File: src/rtl/angle_pkg.sv
// Shared types and helpers for the angle tracker: FSM state encoding and
// the slice-count log2 used to derive step length from the period estimate.
package angle_pkg;

  typedef enum logic [1:0] {
    ST_IDLE,
    ST_MEASURE,
    ST_TRACK,
    ST_STALL
  } state_e;

  function automatic int unsigned res_log2(input int unsigned res);
    int unsigned n;
    n = 0;
    for (int unsigned i = 0; i < 32; i++) begin
      if ((res >> i) > 1) n = i + 1;
    end
    return n;
  endfunction

endpackage

File: src/rtl/period_filter.sv
// First-order IIR smoothing of the measured revolution period:
// est <= est + ((P - est) >>> AVG_SHIFT), with a direct load on first lock.
module period_filter #(
  parameter int unsigned PERIOD_W  = 24,
  parameter int unsigned AVG_SHIFT = 2
) (
  input  logic                clk_in,
  input  logic                rst_in,
  input  logic                load,
  input  logic                update,
  input  logic [PERIOD_W-1:0] P,
  output logic [PERIOD_W-1:0] est
);

  // One guard bit keeps the signed difference exact; the sum always lands
  // between est and P, so the guard bit of the state stays zero.
  logic signed [PERIOD_W:0] est_q, est_d;
  logic signed [PERIOD_W:0] diff;
  logic signed [PERIOD_W:0] adj;

  always_comb begin
    diff  = $signed({1'b0, P}) - est_q;
    adj   = diff >>> AVG_SHIFT;
    est_d = est_q;
    if (load) begin
      est_d = $signed({1'b0, P});
    end else if (update) begin
      est_d = est_q + adj;
    end
  end

  always_ff @(posedge clk_in) begin
    if (!rst_in) begin
      est_q <= '0;
    end else begin
      est_q <= est_d;
    end
  end

  assign est = est_q[PERIOD_W-1:0];

endmodule

File: src/rtl/angle_tracker.sv
// Rotational angle tracker: locks to a once-per-revolution IR edge and
// interpolates the angle in ROTATIONAL_RES slices from the filtered period.
module angle_tracker
  import angle_pkg::*;
#(
  parameter int unsigned ROTATIONAL_RES = 1024,
  parameter int unsigned PERIOD_W       = 24,
  parameter int unsigned AVG_SHIFT      = 2,
  parameter int unsigned MIN_PERIOD     = 1024,
  parameter int unsigned STALL_CYCLES   = 2**23
) (
  input  logic                              clk_in,
  input  logic                              rst_in,
  input  logic                              ir_tripped,
  input  logic                              reverse,
  output logic [$clog2(ROTATIONAL_RES)-1:0] dtheta,
  output logic                              theta_valid,
  output logic                              theta_step,
  output logic                              rev_start,
  output logic                              stalled,
  output logic [PERIOD_W-1:0]               period_est
);

  localparam int unsigned          RES_LOG2 = res_log2(ROTATIONAL_RES);
  localparam logic [PERIOD_W-1:0]  MIN_P    = PERIOD_W'(MIN_PERIOD);
  localparam logic [PERIOD_W-1:0]  STALL_P  = PERIOD_W'(STALL_CYCLES);
  localparam logic [PERIOD_W-1:0]  ONE_P    = PERIOD_W'(1);
  localparam logic [RES_LOG2-1:0]  LAST_FWD = RES_LOG2'(ROTATIONAL_RES - 1);
  localparam logic [RES_LOG2-1:0]  LAST_REV = RES_LOG2'(1);
  localparam logic [RES_LOG2-1:0]  ONE_S    = RES_LOG2'(1);

  state_e                state_q, state_d;
  logic                  ir_prev_q, ir_prev_d;
  logic [PERIOD_W-1:0]   cnt_q, cnt_d;
  logic [PERIOD_W-1:0]   step_cnt_q, step_cnt_d;
  logic [RES_LOG2-1:0]   dtheta_q, dtheta_d;
  logic                  dir_q, dir_d;
  logic                  theta_valid_q, theta_valid_d;
  logic                  theta_step_q, theta_step_d;
  logic                  rev_start_q, rev_start_d;
  logic                  stalled_q, stalled_d;

  logic                  edge_seen;
  logic                  accept;
  logic                  filt_load;
  logic                  filt_update;
  logic                  step_hit;
  logic [PERIOD_W-1:0]   period_p;
  logic [PERIOD_W-1:0]   step_len;
  logic [PERIOD_W-1:0]   est;
  logic [RES_LOG2-1:0]   last_slice;

  always_comb begin
    ir_prev_d = ir_tripped;
    edge_seen = ir_tripped & ~ir_prev_q;
    // Glitch rejection only applies once a period is being timed.
    accept    = edge_seen & ((state_q == ST_IDLE) | (state_q == ST_STALL) |
                             (cnt_q >= MIN_P));
    period_p  = cnt_q + ONE_P;

    if (accept) begin
      cnt_d = '0;
    end else if (cnt_q >= STALL_P) begin
      cnt_d = STALL_P;
    end else begin
      cnt_d = cnt_q + ONE_P;
    end

    state_d = state_q;
    case (state_q)
      ST_IDLE:    if (accept) state_d = ST_MEASURE;
      ST_MEASURE: if (accept) state_d = ST_TRACK;
      ST_TRACK:   if (!accept && (cnt_q >= STALL_P)) state_d = ST_STALL;
      ST_STALL:   if (accept) state_d = ST_MEASURE;
      default:    state_d = ST_IDLE;
    endcase

    filt_load   = accept & (state_q == ST_MEASURE);
    filt_update = accept & (state_q == ST_TRACK);
    dir_d       = accept ? reverse : dir_q;

    step_len = est >> RES_LOG2;
    if (step_len == '0) step_len = ONE_P;
    step_hit   = (step_cnt_q >= (step_len - ONE_P));
    last_slice = dir_q ? LAST_REV : LAST_FWD;

    // An accepted edge overrides any step landing in the same cycle.
    step_cnt_d = step_cnt_q;
    dtheta_d   = dtheta_q;
    if (accept) begin
      step_cnt_d = '0;
      dtheta_d   = '0;
    end else if (state_q == ST_TRACK) begin
      if (step_hit) begin
        step_cnt_d = '0;
        if (dtheta_q != last_slice) begin
          dtheta_d = dir_q ? (dtheta_q - ONE_S) : (dtheta_q + ONE_S);
        end
      end else begin
        step_cnt_d = step_cnt_q + ONE_P;
      end
    end

    theta_step_d  = (dtheta_d != dtheta_q);
    rev_start_d   = accept;
    theta_valid_d = (state_d == ST_TRACK);
    stalled_d     = (state_d == ST_STALL);
  end

  always_ff @(posedge clk_in) begin
    if (!rst_in) begin
      state_q       <= ST_IDLE;
      ir_prev_q     <= 1'b1;
      cnt_q         <= '0;
      step_cnt_q    <= '0;
      dtheta_q      <= '0;
      dir_q         <= 1'b0;
      theta_valid_q <= 1'b0;
      theta_step_q  <= 1'b0;
      rev_start_q   <= 1'b0;
      stalled_q     <= 1'b0;
    end else begin
      state_q       <= state_d;
      ir_prev_q     <= ir_prev_d;
      cnt_q         <= cnt_d;
      step_cnt_q    <= step_cnt_d;
      dtheta_q      <= dtheta_d;
      dir_q         <= dir_d;
      theta_valid_q <= theta_valid_d;
      theta_step_q  <= theta_step_d;
      rev_start_q   <= rev_start_d;
      stalled_q     <= stalled_d;
    end
  end

  period_filter #(
    .PERIOD_W  (PERIOD_W),
    .AVG_SHIFT (AVG_SHIFT)
  ) u_filter (
    .clk_in (clk_in),
    .rst_in (rst_in),
    .load   (filt_load),
    .update (filt_update),
    .P      (period_p),
    .est    (est)
  );

  assign dtheta      = dtheta_q;
  assign theta_valid = theta_valid_q;
  assign theta_step  = theta_step_q;
  assign rev_start   = rev_start_q;
  assign stalled     = stalled_q;
  assign period_est  = est;

endmodule

File: config.mk
export PLATFORM = sky130hd
export DESIGN_NAME = angle_tracker
export DESIGN_NICKNAME = d
export VERILOG_FILES = /design/src/rtl/angle_pkg.sv /design/src/rtl/period_filter.sv /design/src/rtl/angle_tracker.sv
export SDC_FILE = /design/constraint.sdc
export NUM_CORES = 1
export LEC_CHECK = 0
export CAP_MARGIN = 25
export CORE_ASPECT_RATIO = 1.4
export CORE_MARGIN = 1.5
export CORE_UTILIZATION = 35
export DETAILED_ROUTE_END_ITERATION = 10
export GPL_TIMING_DRIVEN = 1
export MAX_ROUTING_LAYER = met4
export PLACE_DENSITY = 0.62
export SKIP_CTS_REPAIR_TIMING = 1
export SKIP_LAST_GASP = 1
export SYNTH_ARGS = -nofsm -noshare
export SYNTH_HDL_FRONTEND = slang
export SYNTH_HIERARCHICAL = 1
export SYNTH_SLANG_ARGS = --single-unit
File: constraint.sdc
create_clock -name clk_in -period 4.35 [get_ports clk_in]
set_input_delay 1.305 -clock clk_in [delete_from_list [all_inputs] [get_ports clk_in]]
set_output_delay 1.305 -clock clk_in [all_outputs]
set_load 0.05 [all_outputs]
**Yosys cells after proc, flatten, opt, wreduce, memory -nomap -nowiden**

Index checks and enable logic that the tools add are counted.

- Flip-flop bits (word level): 91
- Input bits: 4
- Output and inout port bits: 38
- Word-level logic and storage cells: 62

- Add/subtract/negate cells: 7
- Order comparisons: 3
- Equality and inequality tests: 7
- Mux-type cells: 15
- Bitwise gates (word level): 8
- Reductions and logical operators: 9

Operator list:

| cell | number |
|---|---|
| two-way mux 24 bit | 4 |
| two-way mux 10 bit | 6 |
| adder 24 x 1 -> 24 bit (second input constant) | 2 |
| adder 25 x 23 -> 25 bit | 1 |
| subtractor 25 bit | 1 |
| >= comparator 24 x 11 -> 1 bit (second input constant) | 1 |
| >= comparator 24 bit | 1 |
| >= comparator 24 bit (second input constant) | 1 |
| logical NOT 24 bit | 1 |
| subtractor 24 x 1 -> 24 bit (second input constant) | 1 |
| != test 10 bit | 2 |
| two-way mux 14 bit | 1 |
| adder 10 x 1 -> 10 bit (second input constant) | 1 |
| subtractor 10 x 1 -> 10 bit (second input constant) | 1 |
| equality test 2 bit (second input constant) | 4 |
| two-way mux 2 bit | 3 |
| one-hot mux 2 bit (3 select lines) | 1 |
| OR reduction 2 bit | 3 |
| AND 1 bit | 4 |
| OR reduction 3 bit | 1 |
| equality test 2 x 1 -> 1 bit (second input constant) | 1 |
| logical NOT 2 bit | 1 |
| NOT 1 bit | 2 |
| bitwise OR 1 bit | 2 |
| other kinds (3) | 3 |

**Longest topological paths before layout**

Gate-level depths: netlist of the first run.

- Depth in word-level cells: 9
- Depth in mapped cells: 22
- Mapped depth without buffers: 21

**Modules after synthesis**

Netlist of the first run, hierarchy kept.

By module, submodules not included:

| module | instances | cells an instance | area an instance (um^2) |
|---|---|---|---|
| angle_tracker | 1 | 489 | 4082.7 |
| period_filter | 1 | 500 | 3816.2 |

**Least setup slack after synthesis of the first run**

Ideal clock, no wire load.

- Path type: reg2reg
- Start point: reg cnt_q[2]
- End point: reg u_filter.est_q[23]
- Library setup time: 0.120 ns
- Arrival time: 4.230 ns
- Path slack: 0.000 ns
- Cell stages (with the launch flop): 23
- Path buffers: 1
- Path through: dfxtp_1 > and4_1 > nand3_1 > nor3_2 > nand3_1 > xnor2_1 > ha_1 > a21o_1 > a21o_1 > a31o_2 > nor3_2 > o21ai_4 > a31oi_4 > xnor2_1 > ha_1 > clkbuf_1 > a21o_1 > a21oi_1 > o21ai_0 > o21a_1 > a311oi_1 > xor2_1 > o21ai_1

- Longest elaborated chain between the ends: 5

RTL lines:

| element | RTL line | text |
|---|---|---|
| start: declaration | angle_tracker.sv:34 | `logic [PERIOD_W-1:0] cnt_q, cnt_d;` |
| start signal: assignment | angle_tracker.sv:125 | `cnt_q <= cnt_d;` |
| adder 24 x 1 -> 24 bit | angle_tracker.sv:59 | `period_p = cnt_q + ONE_P;` |
| named net period_p[15] | angle_tracker.sv:48 | `logic [PERIOD_W-1:0] period_p;` |
| subtractor 25 bit | period_filter.sv:22 | `diff = $signed({1'b0, P}) - est_q;` |
| adder 25 x 23 -> 25 bit | period_filter.sv:28 | `est_d = est_q + adj;` |
| two-way mux 24 bit | period_filter.sv:27 | `end else if (update) begin` |
| two-way mux 24 bit | period_filter.sv:25 | `if (load) begin` |
| end signal: assignment | period_filter.sv:36 | `est_q <= est_d;` |
| end: declaration | period_filter.sv:17 | `logic signed [PERIOD_W:0] est_q, est_d;` |

The timed path passes the listed nets, and every way through them passes these cells. The select of a mux whose other input is x is not followed.
A chain may end at the register's enable or synchronous reset.

**Final worst setup path of the first run**

- Start point: reg cnt_q[3]
- End point: reg u_filter.est_q[20]

The elaborated chain is that of the path after synthesis.

==> summary.md, run 1 <==
| Metric | Value |
|---|---|
| TNS Setup | 0 ns |
| Critical Path Sink Type | flip-flop |
| DR DRC count | 0 |
| DRT iter0 DRCs | 355 |
| Outcome | completed |
| Clk pwr share | 27.2% |
| Flop pwr share | 27.0% |
| I/O pin total | 42 |
| Crit path DAT | between 4 and 5 ns |
| CTS Sinks | between 90 and 100 |
| Vias in the first global route | just over 7k |
| Fmax | 237 MHz |
| CP Class | flip-flop to flip-flop |
| Mean Syn Cell Area | between 7 and 8 um^2 |
| Chip width | 130 um |
| Mapped Cells | between 900 and 1k |
| Die area | between 20,000 and 25,000 um^2 |
| Worst slew pin tran | 0.974 ns |
| GPL Wtd Cong | 0.919 |
| Fin area | 10,200 um^2 |
| RSZ-0062 raised after global routing | yes |
| Hold Path Class | flip-flop to flip-flop |
| Core Area | ~22,000 um^2 |
| GRT Overall Usage | between 10% and 20% |
| MaxCap Viol Count | 0 |
| Warnings from Yosys | 6 |
| Static leakage | 4.26 nW |
| Worst Clk Skew | 0.00756 ns |
| Fin. Hold Viols | 0 |
| Largest net degree at the start of global routing | 40 |
| Pwr dens | 313 nW/um^2 |
| PnR Total Power | 0.00318 W |
| Final Net Count | 1,206 |
| Pint | 0.00199 W |
| Clock Tree Root | clkbuf_16 |
| Fillers | 2,149 |
| Sw power | 0.00119 W |
| Routed Antenna Nets | 0 |
| Max-Slew Margin vs Limit | between 30% and 40% |
| Final period utilization | 97.2% |
| Initial antenna violation count | 0 |
| Sequential share of the synthesized area | 23.1% |
| Num rows | 64 |
| Starting Density | 35.9% |
| Antenna diode count | 0 |
| Fin crit period | 4.23 ns |
| Worst vdd ir | 0.252 mV |
| Clk pin slew, worst setup/hold paths | 0.08 ns |
| Drt wl/cell | 15.8 um |
| Synth-to-layout area growth | 28.6% |
| Post-synth top flop | dfxtp_1 |
| Met1 wire length | 9240 um |
| Grt total ovfl | 0 |
| Top sig layer | met4 |
| Via Count | ~7.4k |
| Seq cells post-synth | 91 |
| Hold WS | 0.514 ns |
| Post-route insts no fill | 1,414 |
| Post-synth EDFFs | 0 |
| Crit path required time | 4.61 ns |
| Final setup viols | 0 |
| Post-DP HPWL | roughly 17,000 um |
| Asr flop ratio synth | 0% |
| H-Tree Depth | 3 |
| Clock Latency Late Sink | between 0.3 and 0.4 ns |
| Inst Count DP | 1,390 |
| Sw frac | 37.5% |
| Total CTS buffers | 9 |
| Type of origin of the critical path | flip-flop |
| Critical path fanouts, max | 6 |
| Synth cell types | 80 |
| First-pass GRT wire length | about 35,000 um |
| CTS tree | yes |
| Die Height | 181 um |
| Post-Syn Area | ~7900 um^2 |
| Layout cells sized above 1 | ~23% |
| Final-report max-slew violation count | 0 |
| Metal3 WL | 647 um |
| Met2 routed WL | between 10,000 and 15,000 um |
| Post-DR vias/cell | 5.26 |
| Comb pwr share | 45.8% |
| First-pass DRT Iterations | 4 |
| Bufs on Longest Clock Path | 2 |
| Area after DPL | roughly 9000 um^2 |
| IO Port Bufs | around 40 |
| Final WL | 22,400 um |
==> critical path: stages, from the launching register on <==
cell and delay (ns):
dfxtp_1 0.34, and4_4 0.25, buf_4 0.12, nand4_1 0.14, xnor2_2 0.22, ha_4 0.19, a211o_1 0.29, a211oi_2 0.21
o21ai_4 0.13, a21oi_4 0.29, o21ai_2 0.11, a21oi_2 0.14, xnor2_1 0.10, ha_1 0.33, buf_6 0.12, nand4_1 0.12
nor3_1 0.20, and3_4 0.24, nor2_4 0.04, mux2i_2 0.18, a31oi_1 0.11, o21ba_2 0.23
==> sequential cells by signal, indices dropped and copies added (netlist names) <==
| name | count |
|---|---|
| dtheta | 10 |
| u_filter/est_q | 25 |
| state_q | 2 |
| dir_q | 1 |
| rev_start | 1 |
| step_cnt_q | 24 |
| cnt_q | 24 |
| theta_valid | 1 |
| stalled | 1 |
| theta_step | 1 |
| ir_prev_q | 1 |
==> final cells by class <==
class,instances,area (um^2),area share [%]
multi-input combinational,793,6100,60.0
tap,297,372,3.66
sequential,91,1830,18.0
timing repair buffer,163,1340,13.2
clock inverter,7,93.8,0.924
inverter,54,203,1.99
clock buffer,9,225,2.22
==> path summary, 6_finish.rpt <==
check	startpoint	endpoint	slack, ns	depth (start not counted)
setup / recovery	cnt_q[3]	u_filter/est_q[20]	0.12	21
hold / removal	step_cnt_q[1]	step_cnt_q[1]	0.51	2
setup reg to reg	cnt_q[3]	u_filter/est_q[20]	0.12	21
hold reg to reg	step_cnt_q[1]	step_cnt_q[1]	0.51	2
==> layout by cell type (no fill, tap or decap), types with 5 or more instances in the layout <==
master / count
xnor2_1: 42
nand2_1: 61
a31oi_1: 9
mux2i_1: 11
a21oi_1: 69
nand2b_1: 11
o21ai_1: 9
nand3_1: 37
conb_1: 5
ha_1: 77
clkbuf_16: 9
dfxtp_2: 6
clkdlybuf4s50_1: 41
nor4_1: 9
xor2_1: 43
nor2b_1: 25
xnor2_2: 13
o21a_1: 5
and3_1: 11
a211oi_2: 6
ha_4: 7
dfxtp_1: 85
a21oi_2: 15
buf_4: 119
nand4_1: 23
nor2_1: 87
a21o_1: 23
or3_1: 8
o211ai_1: 6
nor3_1: 18
inv_1: 52
o21ai_0: 35
and2_1: 6
a211oi_1: 13
==> power groups by stage <==
| stage | combinational, W | sequential (W) | clock (W) |
|---|---|---|---|
| floorplan | 0.000879 | 0.000883 | 0 |
| global placement | 0.00128 | 0.000877 | 0 |
| detailed placement | 0.00130 | 0.000877 | 0 |
| CTS | 0.00130 | 0.000857 | 0.000886 |
| global route | 0.00158 | 0.000860 | 0.000924 |
| finish | 0.00146 | 0.000859 | 0.000867 |
==> per-stage QoR <==
stage	utilization [%]	worst slack [ns]
floorplan	-	0.0143
finish	46.1	0.123
global placement	42.0	0.0171
CTS	43.5	-0.0805
global route	46.1	-0.0827
detailed placement	42.0	-0.0609
==> cells in the mapped netlist, types with 8 or more instances <==
cell type | instances | share of area, %
nor2_1 | 93 | 4.4
dfxtp_1 | 91 | 23
ha_1 | 88 | 14
a21oi_1 | 77 | 4.9
nand2_1 | 64 | 3.0
xnor2_1 | 55 | 6.1
inv_1 | 52 | 2.5
xor2_1 | 45 | 5.0
o21ai_0 | 43 | 2.7
nand3_1 | 41 | 2.6
buf_4 | 25 | 2.4
nor2b_1 | 25 | 2.0
a21o_1 | 23 | 2.2
nand4_1 | 23 | 1.8
clkbuf_1 | 22 | 1.0
nor3_1 | 21 | 1.3
a211oi_1 | 17 | 1.6
and3_1 | 14 | 1.1
mux2i_1 | 12 | 1.5
nand2b_1 | 11 | 0.87
a31oi_1 | 10 | 0.79
nor4_1 | 9 | 0.71
or3_1 | 8 | 0.63
==> layer usage <==
metal / global-route usage, % / vias to the layer above
li1: - / 3753
met1: 21.3 / 3491
met2: 34.5 / 150
met3: 2.19 / 50
met4: 9.69 / 0
met5: - / -
==> cells by family (layout without fill, tap and decap cells) <==
| kind of cell | Yosys count | in the layout | synth area share (%) |
|---|---|---|---|
| other cells | 1 | 5 | 0.0475 |
| compound gates | 248 | 248 | 21.7 |
| flops | 91 | 91 | 23.1 |
| buf+inv | 109 | 233 | 6.56 |
| fa+ha+maj | 90 | 90 | 14.4 |
| simple gates | 338 | 338 | 21.6 |
| xor+xnor | 100 | 100 | 11.1 |
| mux | 12 | 12 | 1.52 |
Note: power is estimated with default switching activity, not from simulation.
==> run 2: changes to the inputs <==
--- a/config.mk
+++ b/config.mk
@@ -5,14 +5,15 @@
 export SDC_FILE = /design/constraint.sdc
 export NUM_CORES = 1
 export LEC_CHECK = 0
+export ABC_AREA = 1
 export CAP_MARGIN = 25
 export CORE_ASPECT_RATIO = 1.4
 export CORE_MARGIN = 1.5
 export CORE_UTILIZATION = 35
 export DETAILED_ROUTE_END_ITERATION = 10
 export GPL_TIMING_DRIVEN = 1
+export HOLD_SLACK_MARGIN = 0.08
 export MAX_ROUTING_LAYER = met4
-export PLACE_DENSITY = 0.62
 export SKIP_CTS_REPAIR_TIMING = 1
 export SKIP_LAST_GASP = 1
 export SYNTH_ARGS = -nofsm -noshare
==> run 2 against run 1 <==
Against the previous run: the run now ends with DRC, setup timing left; total power decreased by 11%; cell count up 36%; die area rose by 15%; final area increased by 19%; worst setup slack got worse by 0.17 ns; area after synthesis grew 15%; utilization up 1.3 points; sequential cell count stayed put; routed wire length up 36%.
==> summary.md, run 2 <==
| Metric | Value |
|---|---|
| Top cells by area, synth | dfxtp_1 20%, nand2_1 16%, ha_1 12%, inv_1 9.8%, nor2_1 6.5% (was dfxtp_1 23%, ha_1 14%, xnor2_1 6.1%, xor2_1 5.0%, a21oi_1 4.9%) |
| Core Area | 25,500 um^2 (was 22,000 um^2) |
| IO Port Bufs | 41 (unchanged) |
| Mean Syn Cell Area | 6.19 um^2 (was 7.99 um^2) |
| GRT Overall Usage | 23.0% (was 19.5%) |
| Post-synth EDFFs | 0 (unchanged) |
| Layout cells sized above 1 | 25.7% (was 23.0%) |
| Sw frac | 39.2% (was 37.5%) |
| Outcome | finished with violations (was completed) |
| Warnings from Yosys | 6 (unchanged) |
| Worst path bufs/invs | 5 (was 2) |
| Via Count | 9,678 (was 7,444) |
| Commonest non-fill, non-tap cell in the layout | nand2_1 (was buf_4) |
| Die Height | 194 um (was 181 um) |
| CP max-delay cell | dfxtp_2 (was dfxtp_1) |
| Sequential share of the synthesized area | 20.0% (was 23.1%) |
| Post-synth top flop | dfxtp_1 (unchanged) |
| Chip width | 139 um (was 130 um) |
| First-pass DRT Iterations | 10 (was 4) |
| Worst Clk Skew | 0.0119 ns (was 0.00756 ns) |
| Hold Path Class | flip-flop to flip-flop (unchanged) |
| Fin area | 12,100 um^2 (was 10,200 um^2) |
| Worst slew pin tran | 1.08 ns (was 0.974 ns) |
| Clk pin slew, worst setup/hold paths | 0.08 ns (about the same) |
| TNS Setup | -0.0503 ns (was 0 ns) |
| Synth-to-layout area growth | 32.6% (was 28.6%) |
| Max reg flops | 25 (unchanged) |
| Area leader, netlist | dfxtp_1 (unchanged) |
| Failing checks | DRC, setup timing |
| Num rows | 69 (was 64) |
| Mapped Cells | 1,471 (was 989) |
| GPL Wtd Cong | 0.984 (was 0.919) |
| CP Class | flip-flop to flip-flop (unchanged) |
| Final WL | 30,500 um (was 22,400 um) |
| RSZ-0062 raised after global routing | yes (unchanged) |
| Clk pwr share | 28.0% (was 27.2%) |
| Fmax | 227 MHz (was 237 MHz) |
| Type of origin of the critical path | flip-flop (unchanged) |
| Final Net Count | 1,695 (was 1,206) |
| Die area | 27,000 um^2 (was 23,500 um^2) |
| Clock Tree Root | clkbuf_16 (unchanged) |
| Largest net degree at the start of global routing | 27 (was 40) |
| I/O pin total | 42 (unchanged) |
| Post-route setup slack | -0.0503 ns (was 0.123 ns) |
| Comb pwr share | 41.6% (was 45.8%) |
| Most frequent CP cell | nor2_4 (was nand4_1) |
| MaxCap Viol Count | 0 (unchanged) |
| Bufs on Longest Clock Path | 2 (unchanged) |
| Crit path DAT | 4.63 ns (was 4.49 ns) |
| Asr flop ratio synth | 0% (unchanged) |
| Final setup viols | 1 (was 0) |
| Most frequent cells in the layout | 331 x nand2_1, 223 x inv_1, 125 x nor2_1 (was 119 x buf_4, 87 x nor2_1, 85 x dfxtp_1) |
| Routed Antenna Nets | 0 (unchanged) |
| Hold WS | 0.490 ns (was 0.514 ns) |
| Area after DPL | 10,400 um^2 (was 9260 um^2) |
| Area share of the largest cell type after synthesis | 20.0% (was 23.1%) |
| Post-DR vias/cell | 5.03 (was 5.26) |
| Pint | 0.00172 W (was 0.00199 W) |
| Pwr dens | 234 nW/um^2 (was 313 nW/um^2) |
| Fin crit period | 4.40 ns (was 4.23 ns) |
| H-Tree Depth | 3 (unchanged) |
| Critical path fanouts, max | 4 (was 6) |
| CTS Sinks | 91 (unchanged) |
| Fillers | 2,574 (was 2,149) |
| DRT iter0 DRCs | 410 (was 355) |
| Synth cell types | 52 (was 80) |
| Max incr delay on CP | 0.36 ns (was 0.34 ns) |
| Critical Path Sink Type | flip-flop (unchanged) |
| Final period utilization | 101% (was 97.2%) |
| Largest Register | u_filter/est_q (unchanged) |
| Antenna diode count | 0 (unchanged) |
| Starting Density | 35.8% (was 35.9%) |
| Final-report max-slew violation count | 0 (unchanged) |
| Fin util | 47.4% (was 46.1%) |
| Total CTS buffers | 9 (unchanged) |
| Drt wl/cell | 15.9 um (was 15.8 um) |
| Seq cells post-synth | 91 (unchanged) |
| Vias in the first global route | 9,373 (was 7,181) |
| CTS tree | yes (unchanged) |
| Static leakage | 5.73 nW (was 4.26 nW) |
| Family with the most delay on the worst path | simple AND/OR/NAND/NOR gates (was compound AO/OA/AOI/OAI gates) |
| Flop pwr share | 30.4% (was 27.0%) |
| Worst vdd ir | 0.240 mV (was 0.252 mV) |
| Post-DP HPWL | 24,400 um (was 17,000 um) |
| DR DRC count | 6 (was 0) |
| Post-Syn Area | 9110 um^2 (was 7900 um^2) |
| Max-Slew Margin vs Limit | 28.1% (was 35.0%) |
| Register area | 1830 um^2 (unchanged) |
| Initial antenna violation count | 0 (unchanged) |
| Area of the multi-input gates | 7310 um^2 (was 6100 um^2) |
| Most common library cells after synthesis | 385 x nand2_1, 239 x inv_1, 157 x nor2_1 (was 93 x nor2_1, 91 x dfxtp_1, 88 x ha_1) |
| Sw power | 0.00111 W (was 0.00119 W) |
| Grt total ovfl | 0 (unchanged) |
| Fin. Hold Viols | 0 (unchanged) |
| First-pass GRT wire length | 47,600 um (was 35,000 um) |
| Crit path required time | 4.58 ns (was 4.61 ns) |
| Count leader, synth | nand2_1 (was nor2_1) |
| Regs by FF count | u_filter/est_q x25, cnt_q x24, step_cnt_q x24 (unchanged) |
| Clock Latency Late Sink | 0.36 ns (about the same) |
==> run 2: cell families after synthesis <==
group	share of synthesized area, %
buffers and inverters	13.4
adders and majority gates	12.5
AOI/OAI and AO/OA	11.4
DFF	20.0
xor gates and xnor gates	6.03
other	0.0412
and+or+nand+nor	36.6
==> run 2: cell type report <==
cell class / count / area share, %
inverter: 256 / 7.96
multi-input combinational: 1087 / 60.5
sequential: 91 / 15.1
timing repair buffer: 156 / 10.7
clock buffer: 10 / 1.98
tap: 319 / 3.30
clock inverter: 6 / 0.404
==> run 2: metrics by stage <==
| stage | total power, W | std cells | setup slack, ns |
|---|---|---|---|
| after CTS | 0.00256 | 1909 | -0.404 |
| final | 0.00283 | 1925 | -0.0503 |
| after global placement | 0.00176 | 1893 | -0.264 |
| after global routing | 0.00299 | 1925 | -0.333 |
| after detailed placement | 0.00177 | 1893 | -0.366 |
| after floorplan | 0.00149 | 1475 | 0.395 |
==> run 2: tightest hold or removal path: stages, from the launching register on <==
cell,delay (ns)
dfxtp_1,0.33
inv_1,0.05
a211oi_1,0.06
==> run 2: final timing paths <==
path	startpoint	end	slack [ns]	cells past startpoint
max	cnt_q[1]	u_filter/est_q[24]	-0.05	30
min	step_cnt_q[13]	step_cnt_q[13]	0.49	2
max reg2reg	cnt_q[1]	u_filter/est_q[24]	-0.05	30
min reg2reg	step_cnt_q[13]	step_cnt_q[13]	0.49	2
==> run 2: power by group through the flow <==
stage | registers (W) | logic [W] | clock network, W
2_1_floorplan | 0.000888 | 0.000603 | 0
3_3_place_gp | 0.000877 | 0.000883 | 0
3_5_place_dp | 0.000877 | 0.000888 | 0
4_1_cts | 0.000857 | 0.000895 | 0.000812
5_1_grt | 0.000862 | 0.00128 | 0.000843
6_report | 0.000860 | 0.00118 | 0.000791
==> run 2: metal layers <==
layer / vias up / GRT usage [%] / part of all wire [%]
met5: - / - / 0
met4: 0 / 13.4 / 6.1
met3: 87 / 2.30 / 3.4
met2: 226 / 42.5 / 53
met1: 4442 / 23.3 / 37
li1: 4923 / - / -
==> run 3: changes to the inputs <==
==> constraint.sdc (replaced) <==
create_clock -name clk_in -period 4.25 [get_ports clk_in]
set_input_delay 1.275 -clock clk_in [delete_from_list [all_inputs] [get_ports clk_in]]
set_output_delay 1.275 -clock clk_in [all_outputs]
set_load 0.05 [all_outputs]
==> run 3 against run 2 <==
Against the previous run: the flow still finishes with violations (DRC, setup timing); register-to-register slack got worse by 0.22 ns; first-iteration DRC count rose by 3.4%; utilization grew 0.78 points; worst hold slack gained 0.0052 ns.
==> summary.md, run 3 (synthesis results as in run 2) <==
| Metric | Value |
|---|---|
| Most frequent cells in the layout | 342 x nand2_1, 227 x inv_1, 148 x buf_4 (was 331 x nand2_1, 223 x inv_1, 125 x nor2_1) |
| I/O pin total | 42 (unchanged) |
| Failing checks | DRC, setup timing (unchanged) |
| FF-to-FF path depth | 31 (was 30) |
| Critical Path Sink Type | flip-flop (unchanged) |
| GPL Wtd Cong | 1.01 (was 0.984) |
| Flop2flop setup slack | -0.27 ns (was -0.05 ns) |
| Die Height | 194 um (unchanged) |
| Hold Crit Depth | 2 (unchanged) |
| Chip width | 139 um (unchanged) |
| Initial antenna violation count | 0 (unchanged) |
| Max reg flops | 25 (unchanged) |
| PnR Total Power | 0.00297 W (was 0.00283 W) |
| RSZ-0062 raised after global routing | yes (unchanged) |
| Grt total ovfl | 0 (unchanged) |
| Largest net degree at the start of global routing | 27 (unchanged) |
| Area of the multi-input gates | 7160 um^2 (was 7310 um^2) |
| Fmax | 221 MHz (was 227 MHz) |
| DR DRC count | 5 (was 6) |
| Sw frac | 37.5% (was 39.2%) |
| Vias in the first global route | 9,482 (was 9,373) |
| Post-route insts no fill | 1,966 (was 1,925) |
| Antenna diode count | 0 (unchanged) |
| Largest Register | u_filter/est_q (unchanged) |
| GRT Overall Usage | 22.8% (was 23.0%) |
| Commonest non-fill, non-tap cell in the layout | nand2_1 (unchanged) |
| CTS tree | yes (unchanged) |
| CP max-delay cell | dfxtp_2 (unchanged) |
| Fillers | 2,598 (was 2,574) |
| H-Tree Depth | 3 (unchanged) |
| Final setup viols | 10 (was 1) |
| Comb pwr share | 41.2% (was 41.6%) |
| Regs by FF count | u_filter/est_q x25, cnt_q x24, step_cnt_q x24 (unchanged) |
| Pwr dens | 242 nW/um^2 (was 234 nW/um^2) |
| CTS Sinks | 91 (unchanged) |
| Final Net Count | 1,736 (was 1,695) |
| Fin. Hold Viols | 0 (unchanged) |
| TNS Setup | -1.24 ns (was -0.0503 ns) |
| Clock Tree Root | clkbuf_16 (unchanged) |
| Synth-to-layout area growth | 34.7% (was 32.6%) |
| Crit path required time | 4.55 ns (was 4.58 ns) |
| IO Port Bufs | 41 (unchanged) |
| Worst vdd ir | 0.171 mV (was 0.240 mV) |
| Final period utilization | 106% (was 101%) |
| Num rows | 69 (unchanged) |
| MaxCap Viol Count | 0 (unchanged) |
| DRT iter0 DRCs | 424 (was 410) |
| Final-report max-slew violation count | 0 (unchanged) |
| Sw power | 0.00112 W (was 0.00111 W) |
| Drt wl/cell | 15.8 um (was 15.9 um) |
| Post-route setup slack | -0.271 ns (was -0.0503 ns) |
| Worst Clk Skew | 0.0139 ns (was 0.0119 ns) |
| CP Class | flip-flop to flip-flop (unchanged) |
| Static leakage | 5.96 nW (was 5.73 nW) |
| Via Count | 9,888 (was 9,678) |
| Max-Slew Margin vs Limit | 31.2% (was 28.1%) |
| Most frequent CP cell | nand2_1 (was nor2_4) |
| Clock Latency Late Sink | 0.37 ns (was 0.36 ns) |
| Worst slew pin tran | 1.03 ns (was 1.08 ns) |
| Total CTS buffers | 9 (unchanged) |
| Post-DR vias/cell | 5.03 (about the same) |
| Routed Antenna Nets | 0 (unchanged) |
| Flop pwr share | 29.6% (was 30.4%) |
| Crit path DAT | 4.82 ns (was 4.63 ns) |
| Outcome | finished with violations (unchanged) |
| Clk pwr share | 29.2% (was 28.0%) |
| First-pass DRT Iterations | 10 (unchanged) |
| Post-DP HPWL | 24,700 um (was 24,400 um) |
| Clk pin slew, worst setup/hold paths | 0.07 ns (was 0.08 ns) |
| Fin crit period | 4.52 ns (was 4.40 ns) |
| Hold Path Class | flip-flop to flip-flop (unchanged) |
| Inst Count DP | 1,928 (was 1,893) |
| Starting Density | 35.8% (unchanged) |
| Register area | 1830 um^2 (about the same) |
| Layout cells sized above 1 | 26.0% (was 25.7%) |
| Bufs on Longest Clock Path | 2 (unchanged) |
| Pint | 0.00186 W (was 0.00172 W) |
| First-pass GRT wire length | 47,500 um (was 47,600 um) |
| Type of origin of the critical path | flip-flop (unchanged) |
| Final WL | 31,100 um (was 30,500 um) |
| Die area | 27,000 um^2 (unchanged) |
| Critical path fanouts, max | 4 (unchanged) |
| Core Area | 25,500 um^2 (unchanged) |
| Max incr delay on CP | 0.36 ns (about the same) |
[run 3: per-stage QoR]
| stage | util, % | hold slack, ns | setup WS (ns) | cell area [um^2] |
|---|---|---|---|---|
| 2_1_floorplan | - | 0.430 | 0.295 | 9130 |
| 3_3_place_gp | 41.9 | 0.480 | -0.351 | 10700 |
| 3_5_place_dp | 42.0 | 0.484 | -0.460 | 10700 |
| 4_1_cts | 43.2 | 0.493 | -0.594 | 11000 |
| 5_1_grt | 48.2 | 0.511 | -0.556 | 12300 |
| 6_report | 48.2 | 0.495 | -0.271 | 12300 |
[run 3: final cells by class]
class | count | area share (%)
clock buffers | 13 | 2.12
flip-flops and latches | 91 | 14.9
well taps | 319 | 3.25
inverters | 256 | 7.89
clock inverters | 3 | 0.377
multi-input cells | 1087 | 58.4
repair buffers | 197 | 13.1
[run 3: power groups by stage]
| stage | registers (W) | logic, W | clock network (W) |
|---|---|---|---|
| 3_5_place_dp | 0.000898 | 0.000949 | 0 |
| 6_report | 0.000880 | 0.00123 | 0.000869 |
| 3_3_place_gp | 0.000897 | 0.000944 | 0 |
| 4_1_cts | 0.000878 | 0.000956 | 0.000882 |
| 2_1_floorplan | 0.000909 | 0.000617 | 0 |
| 5_1_grt | 0.000881 | 0.00132 | 0.000909 |
[run 3: worst max-delay path, delay by kind of cell, from the launching register on]
kind	cells	cell delay, ns
adder cells (fa/ha/maj)	2	0.64
buffers and inverters	4	0.39
XOR/XNOR	1	0.18
AND/OR/NAND/NOR	20	2.15
flip-flops	1	0.36
AO/OA/AOI/OAI	4	0.71
[run 3: path summary, 6_finish.rpt]
| check | startpoint | end |
|---|---|---|
| max | cnt_q[0] | u_filter/est_q[24] |
| max reg2reg | cnt_q[0] | u_filter/est_q[24] |
| min reg2reg | step_cnt_q[21] | step_cnt_q[21] |
| min | step_cnt_q[21] | step_cnt_q[21] |
[run 3: metal layers]
metal  share of wire (%)  vias up  track usage, %
li1                    -     4997               -
met1                  38     4539            23.1
met2                  53      245            42.7
met3                 3.2      107            2.03
met4                 5.6        0            12.6
met5                   0        -               -
